`src/rtl/pes_elevator_call_sched.sv`:
```
`default_nettype none
// ============================================================================
//  Module   : pes_elevator_call_sched
//  Purpose  : Call collection and SCAN-ordered target selection for the
//             pes_elevator car. Presses are held in a sticky pending set. The
//             next one-hot target goes out on request_floor/req_valid, and the
//             call is retired when the car reports done at that floor.
//  Option   : define ELEV_REQ_TIMEOUT_EN to enable the WAIT_DONE watchdog
//             (sticky stall output); otherwise stall is tied low.
//  Revision : 1.0  initial release
// ============================================================================
module pes_elevator_call_sched #(
  parameter int N_FLOORS       = 8,
  parameter int TIMEOUT_CYCLES = 64,
  parameter int TMR_W          = 8
) (
  input  logic                clk,
  input  logic                reset,
  input  logic [N_FLOORS-1:0] call_btn,
  input  logic [N_FLOORS-1:0] cur_floor,
  input  logic                done,
  output logic [N_FLOORS-1:0] request_floor,
  output logic                req_valid,
  output logic [N_FLOORS-1:0] pending,
  output logic                sweep_up,
  output logic                busy,
  output logic                stall
);

  localparam int IDX_W = (N_FLOORS > 1) ? $clog2(N_FLOORS) : 1;
  localparam logic [N_FLOORS-1:0] ONE_VEC = {{(N_FLOORS-1){1'b0}}, 1'b1};

  typedef enum logic [1:0] {
    ST_IDLE      = 2'd0,
    ST_ISSUE     = 2'd1,
    ST_WAIT_DONE = 2'd2,
    ST_CLEAR     = 2'd3
  } state_t;

  // Reject a watchdog counter too narrow to reach its limit.
  if (TMR_W < 1 || TIMEOUT_CYCLES < 1 || TIMEOUT_CYCLES >= (1 << TMR_W)) begin : g_bad_cfg
    $error("pes_elevator_call_sched: TMR_W cannot hold TIMEOUT_CYCLES");
  end

  state_t              state_q, state_d;
  logic [N_FLOORS-1:0] pending_q, pending_d;
  logic [N_FLOORS-1:0] request_floor_q, request_floor_d;
  logic                req_valid_q, req_valid_d;
  logic                sweep_up_q, sweep_up_d;

`ifdef ELEV_REQ_TIMEOUT_EN
  logic [TMR_W-1:0]    tmr_q, tmr_d;
  logic                stall_q, stall_d;
`endif

  logic                cur_valid;
  logic [IDX_W-1:0]    cur_idx;
  logic                hit_ge, hit_lt, hit_le, hit_gt;
  logic [IDX_W-1:0]    idx_ge, idx_lt, idx_le, idx_gt;
  logic [IDX_W-1:0]    sel_idx;
  logic                sel_flip;
  logic [N_FLOORS-1:0] sel_onehot;
  logic                issue_ok;

  // Decode the car position; zero or multi-hot positions are treated as unknown.
  always_comb begin
    cur_valid = (cur_floor != '0) && ((cur_floor & (cur_floor - ONE_VEC)) == '0);
    cur_idx   = '0;
    for (int i = 0; i < N_FLOORS; i++) begin
      if (cur_floor[i]) cur_idx = IDX_W'(i);
    end
  end

  // Scan the pending set on both sides of the car for the SCAN candidates.
  always_comb begin
    hit_ge = 1'b0; idx_ge = '0;   // lowest  index >= car
    hit_lt = 1'b0; idx_lt = '0;   // highest index <  car
    hit_le = 1'b0; idx_le = '0;   // highest index <= car
    hit_gt = 1'b0; idx_gt = '0;   // lowest  index >  car
    // Descending walk: the last match seen is the lowest index.
    for (int i = N_FLOORS - 1; i >= 0; i--) begin
      if (pending_q[i] && (IDX_W'(i) >= cur_idx)) begin
        hit_ge = 1'b1;
        idx_ge = IDX_W'(i);
      end
      if (pending_q[i] && (IDX_W'(i) > cur_idx)) begin
        hit_gt = 1'b1;
        idx_gt = IDX_W'(i);
      end
    end
    // Ascending walk: the last match seen is the highest index.
    for (int i = 0; i < N_FLOORS; i++) begin
      if (pending_q[i] && (IDX_W'(i) < cur_idx)) begin
        hit_lt = 1'b1;
        idx_lt = IDX_W'(i);
      end
      if (pending_q[i] && (IDX_W'(i) <= cur_idx)) begin
        hit_le = 1'b1;
        idx_le = IDX_W'(i);
      end
    end
  end

  // Pick the target: continue the sweep if possible, otherwise reverse.
  always_comb begin
    sel_idx  = '0;
    sel_flip = 1'b0;
    if (sweep_up_q) begin
      if (hit_ge) begin
        sel_idx = idx_ge;
      end else begin
        sel_idx  = idx_lt;
        sel_flip = hit_lt;
      end
    end else begin
      if (hit_le) begin
        sel_idx = idx_le;
      end else begin
        sel_idx  = idx_gt;
        sel_flip = hit_gt;
      end
    end
    sel_onehot          = '0;
    sel_onehot[sel_idx] = 1'b1;
  end

  // A stalled watchdog blocks further issues until reset.
`ifdef ELEV_REQ_TIMEOUT_EN
  assign issue_ok = (pending_q != '0) && cur_valid && !stall_q;
`else
  assign issue_ok = (pending_q != '0) && cur_valid;
`endif

  // Next-state computation for the FSM, pending set and registered outputs.
  always_comb begin
    state_d         = state_q;
    pending_d       = pending_q | call_btn;
    request_floor_d = request_floor_q;
    req_valid_d     = req_valid_q;
    sweep_up_d      = sweep_up_q;
`ifdef ELEV_REQ_TIMEOUT_EN
    tmr_d           = tmr_q;
    stall_d         = stall_q;
`endif
    case (state_q)
      ST_IDLE: begin
        if (issue_ok) begin
          request_floor_d = sel_onehot;
          req_valid_d     = 1'b1;
          if (sel_flip) sweep_up_d = !sweep_up_q;
          state_d         = ST_ISSUE;
        end
      end
      ST_ISSUE: begin
        state_d = ST_WAIT_DONE;
`ifdef ELEV_REQ_TIMEOUT_EN
        tmr_d   = '0;
`endif
      end
      ST_WAIT_DONE: begin
        // Only completion at the issued floor retires the call.
        if (done && (cur_floor == request_floor_q)) begin
          state_d = ST_CLEAR;
`ifdef ELEV_REQ_TIMEOUT_EN
        end else if (tmr_q == TMR_W'(TIMEOUT_CYCLES - 1)) begin
          // Give up on this target but keep the call pending.
          stall_d     = 1'b1;
          req_valid_d = 1'b0;
          state_d     = ST_IDLE;
        end else begin
          tmr_d = tmr_q + 1'b1;
`endif
        end
      end
      ST_CLEAR: begin
        // Retiring the served floor overrides a same-cycle press of it.
        pending_d   = (pending_q | call_btn) & ~request_floor_q;
        req_valid_d = 1'b0;
        state_d     = ST_IDLE;
      end
      default: state_d = ST_IDLE;
    endcase
  end

  // State and output registers with asynchronous reset.
  always_ff @(posedge clk or posedge reset) begin
    if (reset) begin
      state_q         <= ST_IDLE;
      pending_q       <= '0;
      request_floor_q <= '0;
      req_valid_q     <= 1'b0;
      sweep_up_q      <= 1'b1;
`ifdef ELEV_REQ_TIMEOUT_EN
      tmr_q           <= '0;
      stall_q         <= 1'b0;
`endif
    end else begin
      state_q         <= state_d;
      pending_q       <= pending_d;
      request_floor_q <= request_floor_d;
      req_valid_q     <= req_valid_d;
      sweep_up_q      <= sweep_up_d;
`ifdef ELEV_REQ_TIMEOUT_EN
      tmr_q           <= tmr_d;
      stall_q         <= stall_d;
`endif
    end
  end

  assign request_floor = request_floor_q;
  assign req_valid     = req_valid_q;
  assign pending       = pending_q;
  assign sweep_up      = sweep_up_q;
  assign busy          = (state_q != ST_IDLE);
`ifdef ELEV_REQ_TIMEOUT_EN
  assign stall         = stall_q;
`else
  assign stall         = 1'b0;
`endif

endmodule
`default_nettype wire

```
`config.mk`:
```
export PLATFORM = sky130hd
export DESIGN_NAME = pes_elevator_call_sched
export DESIGN_NICKNAME = d
export VERILOG_FILES = /design/src/rtl/pes_elevator_call_sched.sv
export SDC_FILE = /design/constraint.sdc
export NUM_CORES = 1
export LEC_CHECK = 0
export BUFFER_PORTS_ARGS = -buffer_cell sky130_fd_sc_hd__buf_2
export CAP_MARGIN = 20
export CORE_AREA = 3 3 62 64
export DETAILED_ROUTE_END_ITERATION = 10
export DIE_AREA = 0 0 65 67
export GPL_ROUTABILITY_DRIVEN = 0
export HOLD_SLACK_MARGIN = 0.1
export PLACE_DENSITY = 0.78
export SLEW_MARGIN = 20
export SYNTH_ARGS = -nofsm -noshare
export SYNTH_HDL_FRONTEND = slang
export SYNTH_SLANG_ARGS = --single-unit
```
`constraint.sdc`:
```
create_clock -name clk -period 2.6 [get_ports clk]
set_input_delay 0.52 -clock clk [delete_from_list [all_inputs] [get_ports clk]]
set_output_delay 0.52 -clock clk [all_outputs]
set_load 0.02 [all_outputs]
```
==> impl_metrics.sql, run 1 <==
INSERT INTO impl_metrics (metric_group, metric, value, unit) VALUES
('detailed_routing', 'drc', '0', ''),
('global_routing', 'grt_start_max_net_pins', '21', ''),
('floorplan', 'core.rowCount', '21', ''),
('cts', 'postCtsHoldBufs', '0', ''),
('layout', 'final_cell_area', '2090', 'µm²'),
('place', 'dp_wirelength', '3750', 'µm'),
('floorplan', 'ioPinCount', '39', ''),
('layout', 'n_antenna_cell', '0', ''),
('setup_path', 'end_kind', 'flop', ''),
('place', 'dpl_cell_area', '2050', 'µm²'),
('detailed_routing', 'drt_iter0_markers', '132', ''),
('pwr', 'p_leak', '0.924', 'nW'),
('synthesis', 'synth_largest_type_area_fraction', '28.6', '%'),
('synthesis', 'synth_nets', '240', ''),
('sta', 'post-route-period-util', '95.3', '%'),
('sta', 'final.setup.worst_slack', '123', 'ps'),
('sta', 'layout_min_cycle_time', '2480', 'ps'),
('detailed_routing', 'detail_route.wl_per_cell', '14.9', 'µm'),
('sta', 'timing.final.max_slew_violations', '0', ''),
('pwr', 'power_per_cell_area', '484', 'nW/µm²'),
('detailed_routing', 'finalWirelength', '4720', 'µm'),
('floorplan', 'initial_core_util', '49.9', '%'),
('synthesis', 'syn_area', '1660', 'µm²'),
('layout', 'area_growth_from_synthesis_to_final_layout', '25.8', '%'),
('sta', 'finalClockSkew', '1.28', 'ps'),
('place', 'port-buffer-count', '37', ''),
('cts', 'postCtsSetupBuffers', '0', ''),
('synthesis', 'synth.distinct_cells', '50', ''),
('cts', 'cts_inserted_buffers', '3', ''),
('sta', 'finalSetupViolCount', '0', ''),
('setup_path', 'cp-start-kind', 'input pin', ''),
('synthesis', 'ys_async_sr_fraction', '100', '%'),
('synthesis', 'top_cell_type_by_total_area_after_synthesis', 'sky130_fd_sc_hd__dfrtp_1', ''),
('setup_path', 'timing.setup.critical_path_class', 'input pin to flop', ''),
('floorplan', 'die_w', '65', 'µm'),
('sta', 'hold_violations', '0', ''),
('sta', 'worst-slew-pin-transition', '748', 'ps'),
('run_status', 'run_status', 'finished, final reports clean', ''),
('cts', 'cts.sinks', '20', ''),
('layout', 'nNetsFinal', '293', ''),
('sta', 'rsz0062_at_grt', 'false', ''),
('global_routing', 'wire_length_of_the_first_global_routing_pass', '7840', 'µm'),
('floorplan', 'chipHeight', '67', 'µm'),
('synthesis', 'warning_count_from_the_yosys_run', '0', ''),
('hold_path', 'min_path_type', 'input pin to async pin', ''),
('job', 'maxCapViolCount', '0', ''),
('synthesis', 'synth_top_flop_cell', 'sky130_fd_sc_hd__dfrtp_1', ''),
('setup_path', 'critPathArrivalTime', '2700', 'ps'),
('global_routing', 'grt_antenna_before_repair', '0', ''),
('cts', 'tritoncts', 'done', ''),
('synthesis', 'share_of_the_yosys_chip_area_belonging_to_registers', '30.2', '%'),
('layout', 'final_core_util', '62.7', '%'),
('synthesis', 'post_synth_inst_count', '218', ''),
('synthesis', 'syn-mean-instance-area', '7.63', 'µm²'),
('cts', 'root_buffer', 'sky130_fd_sc_hd__clkbuf_4', ''),
('cts', 'h_tree_levels', '1', ''),
('global_routing', 'grt.overflow.total', '0', ''),
('synthesis', 'synth.most_common_cell', 'sky130_fd_sc_hd__nor2_1', ''),
('sta', 'fmax', '0.404', 'GHz'),
('place', 'placement_stage_worst_setup_slack', '-190', 'ps'),
('cts', 'clk_path_buf_depth', '2', ''),
('synthesis', 'synth.ff_latch_count', '20', ''),
('synthesis', 'synth_enable_flop_cells', '0', ''),
('layout', 'fillerInstances', '320', ''),
('global_routing', 'grt_pass1_vias', '1696', ''),
('global_routing', 'grt_usage', '23.3', '%'),
('setup_path', 'critPathRequiredTime', '2820', 'ps'),
('synthesis', 'largest_cells_by_area_after_synthesis', 'sky130_fd_sc_hd__dfrtp_1 (29%), sky130_fd_sc_hd__a21oi_1 (6.6%), sky130_fd_sc_hd__nor2_1 (6.5%)', ''),
('setup_path', 'worstPathMaxFanout', '4', ''),
('detailed_routing', 'detail_route.vias_per_cell', '5.77', ''),
('floorplan', 'design.core.area', '3340', 'µm²'),
('synthesis', 'synthTopCellsByCount', 'sky130_fd_sc_hd__nor2_1 (29), sky130_fd_sc_hd__a21oi_1 (22), sky130_fd_sc_hd__dfrtp_1 (19), sky130_fd_sc_hd__nand2_1 (16), sky130_fd_sc_hd__o21ai_0 (14)', ''),
('layout', 'layout_cells_sized_above_1', '29.6', '%'),
('floorplan', 'floorplan.die_area', '4360', 'µm²'),
('cts', 'path_clk_slew', '110', 'ps'),
('sta', 'timing.slew.headroom', '50.1', '%'),
('pwr', 'vdd_ir_drop_max', '0.497', 'mV'),
('cts', 'post_cts_gate_resize_count', '0', ''),
('cts', 'worstSkewPairLatency', '310', 'ps'),
('detailed_routing', 'total_number_of_vias', '1823', ''),
('detailed_routing', 'antenna_left', '0', ''),
('detailed_routing', 'detailedRoute.firstPassIterationCount', '4', '');
## kinds of logic (layout without fill, tap and decap cells)
kind of cell / Yosys count / after routing / share of synthesized area (%)
flops: 20 / 20 / 30.2
other cells: 1 / 1 / 0.225
xor+xnor: 8 / 8 / 4.21
buf+inv: 29 / 81 / 7.37
simple gates: 82 / 82 / 24.7
fa+ha+maj: 4 / 4 / 2.86
compound gates: 73 / 73 / 29.8
mux: 1 / 1 / 0.677
## flip-flops by register name, indices dropped and copies added (netlist names)
signal and cells:
pending 8, sweep_up 1, request_floor 8, req_valid 1
state_q 2
## cells in the final DEF (no fill, tap or decap), types with 4 or more instances in the layout
| cell type | n |
|---|---|
| sky130_fd_sc_hd__buf_4 | 30 |
| sky130_fd_sc_hd__xor2_1 | 7 |
| sky130_fd_sc_hd__nor2b_1 | 6 |
| sky130_fd_sc_hd__o31ai_1 | 7 |
| sky130_fd_sc_hd__nand4_1 | 4 |
| sky130_fd_sc_hd__inv_1 | 10 |
| sky130_fd_sc_hd__nor3_1 | 5 |
| sky130_fd_sc_hd__nor2_1 | 29 |
| sky130_fd_sc_hd__nand2_1 | 16 |
| sky130_fd_sc_hd__o21ai_0 | 14 |
| sky130_fd_sc_hd__dfrtp_1 | 19 |
| sky130_fd_sc_hd__a21oi_1 | 22 |
| sky130_fd_sc_hd__nand2b_1 | 9 |
| sky130_fd_sc_hd__buf_2 | 37 |
| sky130_fd_sc_hd__nor4_1 | 4 |
## final timing paths
check	startpoint	end	slack (ps)	cells past startpoint
setup / recovery	cur_floor[7]	request_floor[5]	120	9
hold / removal	reset	state_q[1]	320	2
setup reg to reg	pending[4]	request_floor[6]	290	7
hold reg to reg	req_valid	req_valid	500	1
max in group asynchronous	reset	pending[5]	1810	2
min in group clk	call_btn[5]	pending[5]	450	3
## area by class of cell
| cell class | count | area, µm² | share of cell area [%] |
|---|---|---|---|
| Clock buffer | 4 | 36.3 | 1.73 |
| Inverter | 10 | 37.5 | 1.79 |
| Sequential cell | 20 | 502 | 24.0 |
| Tap cell | 46 | 57.6 | 2.75 |
| Timing Repair Buffer | 67 | 410 | 19.6 |
| Multi-Input combinational cell | 169 | 1050 | 50.1 |
## critical path, stage by stage
cell and delay (ps):
sky130_fd_sc_hd__buf_2 100, sky130_fd_sc_hd__or4_4 590, sky130_fd_sc_hd__o31ai_4 210, sky130_fd_sc_hd__buf_4 150
sky130_fd_sc_hd__nand4_1 140, sky130_fd_sc_hd__a211oi_1 300, sky130_fd_sc_hd__a311oi_2 120, sky130_fd_sc_hd__or2_2 340
sky130_fd_sc_hd__o31ai_1 230
## layer usage
| metal | up-vias | wire length, µm | global-route usage [%] |
|---|---|---|---|
| met3 | 9 | 239 | 1.85 |
| met4 | 0 | 94 | 10.3 |
| li1 | 886 | - | - |
| met1 | 861 | 2130 | 30.9 |
| met2 | 67 | 2260 | 38.6 |
| met5 | - | 0 | 0 |
## metrics by stage
stage	cells	hold WS [ps]	setup TNS (ps)	power, mW
4_1_cts	316	340	0	1.02
3_3_place_gp	312	474	-690	0.824
3_5_place_dp	312	472	-1150	0.835
5_1_grt	316	373	0	1.08
2_1_floorplan	218	483	-89.8	0.692
6_report	316	319	0	1.01
## where the power goes
part	leakage, nW	internal, mW	total [mW]	switching, mW
clock network	0.0210	0.0857	0.182	0.0966
registers	0.229	0.355	0.412	0.0577
logic	0.674	0.177	0.418	0.242
total	0.924	0.617	1.01	0.396
(Power assumes the default switching activity.)
==> inputs of run 2 (changes only) <==
Settings changed: BUFFER_PORTS_ARGS -buffer_cell sky130_fd_sc_hd__buf_2 to unset, DONT_BUFFER_PORTS set to 1, PLACE_DENSITY 0.78 to 0.69.
==> run 2 against run 1 <==
  * Total power shrank 6.3%
  * Via count down 8.7%
  * Global-route usage grew 0.14 points
  * Critical endpoint is now request_floor[0]
  * Largest power group is now registers
==> impl_metrics.sql, run 2 (synthesized netlist as in run 1, its figures left out) <==
INSERT INTO impl_metrics (metric_group, metric, value, unit) VALUES
('layout', 'n_antenna_cell', '0', ''),
('setup_path', 'worstPathMaxFanout', '12', ''),
('pwr', 'power_per_cell_area', '519', 'nW/µm²'),
('detailed_routing', 'detailedRoute.firstPassIterationCount', '4', ''),
('pwr', 'power_frac_seq', '46.5', '%'),
('sta', 'fmax', '0.424', 'GHz'),
('layout', 'mostFrequentLayoutCells', 'sky130_fd_sc_hd__nor2_1 (29), sky130_fd_sc_hd__a21oi_1 (22), sky130_fd_sc_hd__buf_4 (20), sky130_fd_sc_hd__dfrtp_1 (19), sky130_fd_sc_hd__nand2_1 (15)', ''),
('run_status', 'run_status', 'finished, final reports clean', ''),
('layout', 'final_cell_area', '1830', 'µm²'),
('setup_path', 'timing.reg2reg.setup_slack', '270', 'ps'),
('setup_path', 'cpMostUsedCell', 'sky130_fd_sc_hd__buf_4', ''),
('floorplan', 'floorplan.die_area', '4360', 'µm²'),
('floorplan', 'die_w', '65', 'µm'),
('cts', 'clk_path_buf_depth', '2', ''),
('setup_path', 'worstReg2RegStart', 'pending[4]', ''),
('pwr', 'power.clock.fraction', '18.9', '%'),
('global_routing', 'wire_length_of_the_first_global_routing_pass', '7800', 'µm'),
('pwr', 'power_switching', '0.369', 'mW'),
('sta', 'worst-slew-pin-transition', '740', 'ps'),
('floorplan', 'design.core.area', '3340', 'µm²'),
('floorplan', 'initial_core_util', '49.9', '%'),
('place', 'dp_wirelength', '3710', 'µm'),
('cts', 'h_tree_levels', '1', ''),
('global_routing', 'grt.busiest_layer', 'met2', ''),
('setup_path', 'end_kind', 'flop', ''),
('sta', 'fin_hold_ws', '212', 'ps'),
('hold_path', 'min_path_type', 'input pin to async pin', ''),
('pwr', 'share_comb_of_total_power', '34.6', '%'),
('detailed_routing', 'detail_route.vias_per_cell', '6.19', ''),
('place', 'dpl_cell_area', '1790', 'µm²'),
('global_routing', 'grt_start_max_net_pins', '21', ''),
('layout', 'sequential_cell_area', '502', 'µm²'),
('setup_path', 'timing.setup.critical_path_class', 'input pin to flop', ''),
('sta', 'rsz0062_at_grt', 'false', ''),
('pwr', 'netSwitchingFraction', '38.9', '%'),
('setup_path', 'cp-start-kind', 'input pin', ''),
('setup_path', 'timing.critical_path.cells', 'or4_4 > buf_4 > nor2_1 > o311ai_0 > a31oi_1 > o221a_2 > nor3_1 > buf_4 > o31ai_1', ''),
('detailed_routing', 'antenna_left', '0', ''),
('pwr', 'vdd_ir_drop_max', '0.465', 'mV'),
('setup_path', 'timing.critical_path.slowest_cell_delay', '570', 'ps'),
('global_routing', 'grt_pass1_vias', '1611', ''),
('cts', 'root_buffer', 'sky130_fd_sc_hd__clkbuf_4', ''),
('sta', 'post-route-period-util', '90.8', '%'),
('detailed_routing', 'drt_iter0_markers', '203', ''),
('global_routing', 'groute.layer.met2.usage', '37.5', '%'),
('global_routing', 'grt_usage', '23.4', '%'),
('setup_path', 'timing.reg2reg.worst_path_depth', '7', ''),
('setup_path', 'worst_r2r_endpoint', 'request_floor[6]', ''),
('layout', 'mostFrequentLayoutCell', 'sky130_fd_sc_hd__nor2_1', ''),
('place', 'port-buffer-count', '0', ''),
('cts', 'postCtsHoldBufs', '0', ''),
('detailed_routing', 'detail_route.wl_per_cell', '18.0', 'µm'),
('floorplan', 'ioPinCount', '39', ''),
('cts', 'cts.sinks', '20', ''),
('pwr', 'cellInternalPower', '0.580', 'mW'),
('sta', 'finalClockSkew', '6.32', 'ps'),
('setup_path', 'critPathArrivalTime', '2560', 'ps'),
('setup_path', 'crit_slowest_cell', 'sky130_fd_sc_hd__or4_4', ''),
('layout', 'multi_input_area', '1050', 'µm²'),
('layout', 'nNetsFinal', '246', ''),
('cts', 'tritoncts', 'done', ''),
('job', 'maxCapViolCount', '0', ''),
('pwr', 'p_leak', '0.724', 'nW'),
('sta', 'timing.slew.headroom', '50.6', '%'),
('detailed_routing', 'total_number_of_vias', '1665', ''),
('layout', 'fillerInstances', '322', ''),
('floorplan', 'chipHeight', '67', 'µm'),
('detailed_routing', 'finalWirelength', '4830', 'µm'),
('sta', 'setup-tns-final', '0', 'ps'),
('cts', 'worstSkewPairLatency', '310', 'ps'),
('global_routing', 'met3_usage', '4.72', '%'),
('sta', 'finalSetupViolCount', '0', ''),
('global_routing', 'grt_antenna_before_repair', '0', ''),
('global_routing', 'grt.overflow.total', '0', ''),
('setup_path', 'critPathRequiredTime', '2800', 'ps'),
('layout', 'area_growth_from_synthesis_to_final_layout', '9.92', '%'),
('sta', 'layout_min_cycle_time', '2360', 'ps'),
('cts', 'postCtsSetupBuffers', '0', ''),
('layout', 'layout_cells_sized_above_1', '14.8', '%'),
('cts', 'path_clk_slew', '110', 'ps'),
('floorplan', 'core.rowCount', '21', ''),
('cts', 'cts_inserted_buffers', '3', ''),
('detailed_routing', 'drc', '0', ''),
('cts', 'post_cts_gate_resize_count', '0', ''),
('global_routing', 'groute.layer.met1.usage', '30.2', '%'),
('sta', 'hold_violations', '0', ''),
('sta', 'timing.final.max_slew_violations', '0', '');
[run 2: how the worst max path moves through the flow]
stage                            start               end  slack, ps  cells after the start
after floorplan           cur_floor[7]  request_floor[6]        -70                      8
after global placement    cur_floor[7]  request_floor[5]        -10                      8
after detailed placement  cur_floor[7]  request_floor[6]        -50                      7
after CTS                   pending[5]  request_floor[6]        150                      7
after global routing        pending[4]  request_floor[6]        120                      7
final                     cur_floor[7]  request_floor[0]        240                      9
[run 2: layout make-up]
class                   instances  area share (%)
well taps                      46            3.15
flip-flops and latches         20            27.4
multi-input cells             169            57.2
inverters                      10            2.05
clock buffers                   4            1.98
repair buffers                 20            8.21
[run 2: power groups by stage]
stage / Combinational (mW) / Sequential (mW) / Clock (mW)
2_1_floorplan: 0.266 / 0.426 / 0
3_3_place_gp: 0.313 / 0.446 / 0
3_5_place_dp: 0.322 / 0.447 / 0
4_1_cts: 0.325 / 0.440 / 0.185
5_1_grt: 0.365 / 0.452 / 0.195
6_report: 0.328 / 0.441 / 0.179
[run 2: metal layers]
layer  vias up  routed length, µm
met5         -                  0
met4         0                110
met3        12                432
met2        76               2250
met1       781               2040
li1        796                  -
[run 2: metrics by stage]
stage | std cells | worst slack (ps) | utilization [%] | total power, mW
after global placement | 265 | -15.0 | 53.7 | 0.759
after floorplan | 218 | -73.7 | - | 0.692
final | 269 | 240 | 54.8 | 0.949
after global routing | 269 | 118 | 54.8 | 1.01
after CTS | 269 | 152 | 54.7 | 0.950
after detailed placement | 265 | -48.6 | 53.7 | 0.769
[run 2: critical path, delay by kind of cell]
kind                   cells  cell delay, ps
and+or+nand+nor            3             800
buffers and inverters      2             330
AOI/OAI and AO/OA          4             910
